## config.mk

```make
export PLATFORM = sky130hd
export DESIGN_NAME = instruction_fetch_unit
export DESIGN_NICKNAME = d
export VERILOG_FILES = /design/src/rtl/instruction_fetch_unit.sv
export SDC_FILE = /design/constraint.sdc
export NUM_CORES = 1
export LEC_CHECK = 0
export ABC_AREA = 1
export CAP_MARGIN = 20
export CORE_UTILIZATION = 46
export CTS_CLUSTER_SIZE = 20
export DETAILED_ROUTE_END_ITERATION = 6
export PLACE_DENSITY = 0.85
export SLEW_MARGIN = 20
export SYNTH_ARGS = -nofsm -noshare
export SYNTH_HDL_FRONTEND = slang
export SYNTH_SLANG_ARGS = --single-unit
```

## constraint.sdc

```tcl
create_clock -name clk -period 2.69 [get_ports clk]
set_input_delay 0.6725 -clock clk [delete_from_list [all_inputs] [get_ports clk]]
set_output_delay 0.6725 -clock clk [all_outputs]
set_load 0.02 [all_outputs]
```

## src/rtl/instruction_fetch_unit.sv

```systemverilog
// Instruction fetch stage: PC, instruction register and RUN/STALL/HALT control.
// Optional FETCH_EARLY_JUMP_EN: a captured non-halting JUMP redirects the PC at fetch.
module instruction_fetch_unit (
  input  logic        clk,
  input  logic        reset,
  output logic [5:0]  imem_addr,
  output logic        imem_ir_enable,
  input  logic [16:0] imem_instruction,
  input  logic        redirect_valid,
  input  logic [5:0]  redirect_addr,
  input  logic        id_ready,
  output logic        id_valid,
  output logic [16:0] id_instruction,
  output logic [5:0]  id_pc,
  output logic        halted
);

  localparam logic [3:0] OpJump = 4'b1011;

  typedef enum logic [1:0] {StRun, StStall, StHalt} state_e;

  state_e      state_q, state_d;
  logic [5:0]  pc_q, pc_d;
  logic        valid_q, valid_d;
  logic [16:0] instr_q, instr_d;
  logic [5:0]  id_pc_q, id_pc_d;
  logic        capture;
  logic        is_jump;
  logic        is_halt;

  assign is_jump = (imem_instruction[15:12] == OpJump);
  // A JUMP to its own address is the halt idiom.
  assign is_halt = is_jump && (imem_instruction[5:0] == pc_q);

  always_comb begin
    state_d = state_q;
    pc_d    = pc_q;
    valid_d = valid_q;
    instr_d = instr_q;
    id_pc_d = id_pc_q;
    capture = 1'b0;

    if (redirect_valid) begin
      pc_d    = redirect_addr;
      valid_d = 1'b0;
      state_d = StRun;
    end else begin
      unique case (state_q)
        StRun, StStall: begin
          if (!valid_q || id_ready) begin
            capture = 1'b1;
          end else begin
            state_d = StStall;
          end
        end
        StHalt: begin
          if (id_ready) valid_d = 1'b0;
        end
        default: state_d = StRun;
      endcase
    end

    if (capture) begin
      instr_d = imem_instruction;
      id_pc_d = pc_q;
      valid_d = 1'b1;
      if (is_halt) begin
        state_d = StHalt;
      end else begin
        state_d = StRun;
        pc_d    = pc_q + 6'd1;
`ifdef FETCH_EARLY_JUMP_EN
        if (is_jump) pc_d = imem_instruction[5:0];
`endif
      end
    end
  end

  always_ff @(posedge clk) begin
    if (reset) begin
      state_q <= StRun;
      pc_q    <= 6'd0;
      valid_q <= 1'b0;
      instr_q <= 17'd0;
      id_pc_q <= 6'd0;
    end else begin
      state_q <= state_d;
      pc_q    <= pc_d;
      valid_q <= valid_d;
      instr_q <= instr_d;
      id_pc_q <= id_pc_d;
    end
  end

  assign imem_addr      = pc_q;
  assign imem_ir_enable = capture && !reset;
  assign id_valid       = valid_q;
  assign id_instruction = instr_q;
  assign id_pc          = id_pc_q;
  assign halted         = (state_q == StHalt);

endmodule

```

==> impl.org <==
** Pwr
- Sw frac :: 29.2%
- Net switching component of the power :: around 0.00035 W
- The completed layout was analyzed and its total power is 0.00120 W.
- The analysis attributes to cell leakage a power of 0.935 nW.
- Sequential power share :: between 40 and 50%
- Internal :: ~0.00085 W
- VDD IR max :: 0.000506 V
- In this run the power density over the cells is approximately 560 mW/mm^2.
- Combinational Power Share :: between 20 and 25%
- In this run, the clock network consumes between 30% and 40% of the power.

** Yosys
- A synthesized cell averages roughly 7.1 sq um.
- Seq/Total Area, Yosys :: between 40 and 50%
- Count of state elements after synthesis :: 32
- In this run the cell area of the synthesized design comes to roughly 0.0015 sq mm.
- nand2_1 is the most common cell in the netlist.
- Cell types with the highest counts after synthesis :: 39 x nand2_1, 34 x nor2_1, 32 x dfxtp_1
- Async SR Flop Fraction :: 0%
- In the synthesized netlist the dominant register cell turns out to be dfxtp_1.
- Count of unique library cells instantiated by Yosys :: 22
- Biggest area consumer among synthesized cells :: dfxtp_1
- Counting every net in the synthesized netlist gives around 230.
- For this run, the number of Yosys warnings is 0.
- Post-Syn Instances :: slightly above 200
- Cell types with the largest area share after synthesis :: dfxtp_1 44%, nand2_1 10%, o21ai_0 9.7%, nor2_1 8.8%, a21oi_1 6.6%
- EDFF count, synth :: 0
- In this run the biggest area consumer among cell types represents between 40 and 50% of the synthesized area.

** Timing
- Setup violations remaining at the end of the flow were counted as 0.
- Dividing the final minimum period by the clock period gives 90.9%.
- The number of slew-limit violations in the final report was 0.
- Largest clock skew in the final design :: 7.10 ps
- Setup_tns :: 0 ps
- In this run the tightest slew margin relative to its limit is 77.7%.
- Setup repair after global routing left no endpoint under its margin.
- Worst slew pin tran :: 334 ps
- Highest Clock Rate :: around 0.41 GHz
- The hold violation total from the final report is 0.
- Post-layout min period :: 2440 ps

** Clock network
- Total clock buffers created by CTS :: 5
- In this run the post-CTS setup repair buffer count came out at 0.
- TritonCTS clock tree :: done
- The longest clock path from root to sink contains 2 buffers.
- Clk slew on worst S/H paths :: about 100 ps
- CTS saw 32 sinks.
- Insertion delay to the later sink of the worst-skew pair :: 340 ps
- The cell sitting at the root of the clock tree is a clkbuf_4.
- H-tree lvl count :: 2

** Cells and area
- Compared with the post-synthesis result, the final layout area differs by 47.0%.
- Layout Nets :: 294
- Final Util :: a little over 70%
- Fillers :: roughly 270
- The post-route netlist has between 7 and 8% of its cells at a drive strength greater than 1.
- Excluding fillers, the count of instances in the completed layout stands at about 310.
- Antenna diode instance count :: 0

** Floorplan
- The core region is about 0.0030 sq mm.
- Die area :: about 0.0034 sq mm
- Number of top-level pins :: 59
- After floorplanning, the core was divided into 20 placement rows.
- Die span in y :: between 50 and 60 um
- The die is 58.2 um wide.
- Initial Util :: ~48%

** Setup path
- Internal reg-to-reg setup slack :: approximately 1200 ps
- Number of cell instances on the worst register-to-register path :: 7
- Worst flop-to-flop path startpoint :: state_q[1]
- For the worst setup path, the data required time is 2020 ps.
- The worst setup path is captured at an output pin.
- The critical path in this run is classified as input pin to output pin.
- STA classifies the critical path startpoint as an input pin.
- The endpoint identified for the worst register-to-register timing path is id_instruction[14].
- CP Max Fanout :: 2
- Data arrives at the worst endpoint at 1770 ps.

** Placed design
- DP Cell Count :: ~300
- Port-buffer cells :: 58
- Final GP Congestion :: slightly below 0.8
- Once detailed placement completed, the half-perimeter wirelength came to 2.40 mm.

** GRT
- Global-route usage over all layers :: 23.1%
- First-pass GRT wire length :: a little under 6 mm
- Number of antenna violations at the first check in global routing :: 0
- Vias in the first global route :: around 1,300
- For this run the aggregate overflow at the end of global routing stands at 0.
- Entering global routing, the biggest net connects 30 pins.

** Drt
- After detailed routing, the number of vias per cell comes to 4.82.
- The first routing iteration left 43 violations.
- Detailed-route via count :: ~1,500
- The detail route stage leaves a number of antenna-violating nets equal to 0.
- The pre-antenna-repair detailed-routing pass consisted of 4 iterations.
- In the routed design, unresolved DRC markers number 0.
- The final layout contains routed wiring with a total length of 3.50 mm.
- In the final routed layout, each cell accounts on average for between 10 and 15 um.

** Run status
- The run finished with clean final reports.

** Min path
- Hold Crit Start :: state_q[1]
- The worst hold path terminates at state_q[0].
- Worst hold path type :: flop to flop
- Counting instances, the worst hold path has a depth of 1.

** Run
- Count of max-cap constraint violations :: 0
-- layout make-up --
cell class / count / area (sq um) / area share, %
Tap cell: 44 / 55.1 / 2.58
Clock buffer: 6 / 41.3 / 1.94
Sequential cell: 32 / 641 / 30.0
Timing Repair Buffer: 65 / 632 / 29.6
Multi-Input combinational cell: 140 / 647 / 30.3
Inverter: 22 / 82.6 / 3.87
Clock inverter: 2 / 35.0 / 1.64
-- power by group through the flow --
stage	combinational [W]	clock, W	sequential [W]
2_1_floorplan	0.000112	0	0.000594
3_3_place_gp	0.000291	0	0.000550
5_1_grt	0.000324	0.000397	0.000545
4_1_cts	0.000297	0.000371	0.000540
3_5_place_dp	0.000295	0	0.000550
6_report	0.000296	0.000367	0.000540
-- stage by stage --
stage	cell area [sq um]	worst slack, ps	hold slack [ps]
floorplan	1450	836	421
global placement	2060	-9.97	437
detailed placement	2060	-32.8	439
CTS	2130	243	453
global route	2130	148	483
finish	2130	245	453
-- worst max-delay path by stage --
stage,end,start,slack (ps)
6_report,imem_ir_enable,id_ready,250
5_1_grt,imem_ir_enable,id_ready,150
4_1_cts,imem_ir_enable,id_ready,240
3_5_place_dp,imem_ir_enable,id_ready,-30
3_3_place_gp,imem_ir_enable,id_ready,-10
2_1_floorplan,imem_ir_enable,id_ready,840
-- layout by cell type (no fill, tap or decap), drive strengths merged --
cell	count
bufinv	1
o22ai	1
a21oi	19
o21bai	1
clkdlybuf4s50	57
dfxtp	32
dlygate4sd2	1
inv	22
o21ai	28
nand2	39
nor2	36
nand3	10
clkinv	1
nor3	1
clkbuf	6
o211ai	1
buf	7
xor2	3
ha	1
-- what timing repair did --
action / 4_1_cts / 5_1_grt
hold endpoints to repair: 0 / 0
gates resized for setup: 1 / 0
endpoints found under the setup margin: 1 / 0
hold buffers: 0 / 0
-- cell families after synthesis --
kind of cell	after synthesis	synth area share (%)
xor+xnor	3	1.81
compound gates	50	17.7
buf+inv	32	11.3
flops	32	44.1
simple gates	86	24.2
fa+ha+maj	1	0.862
-- sequential cells by signal, indices dropped and copies added (netlist names) --
register and cells:
imem_addr 6, id_pc 6, id_valid 1, state_q 2
id_instruction 17
-- routing by layer --
metal,part of all wire [%],GRT usage [%]
met1,45,27.4
met2,47,37.1
met3,6.5,9.60
met4,1.8,8.84
met5,0,0
-- worst max-delay path, cell delays in order --
cell             delay, ps
clkdlybuf4s50_1        450
inv_1                   50
nand2_1                 70
nand2_1                 70
nor2_1                 120
dlygate4sd2_1          340
(Power assumes the default switching activity.)
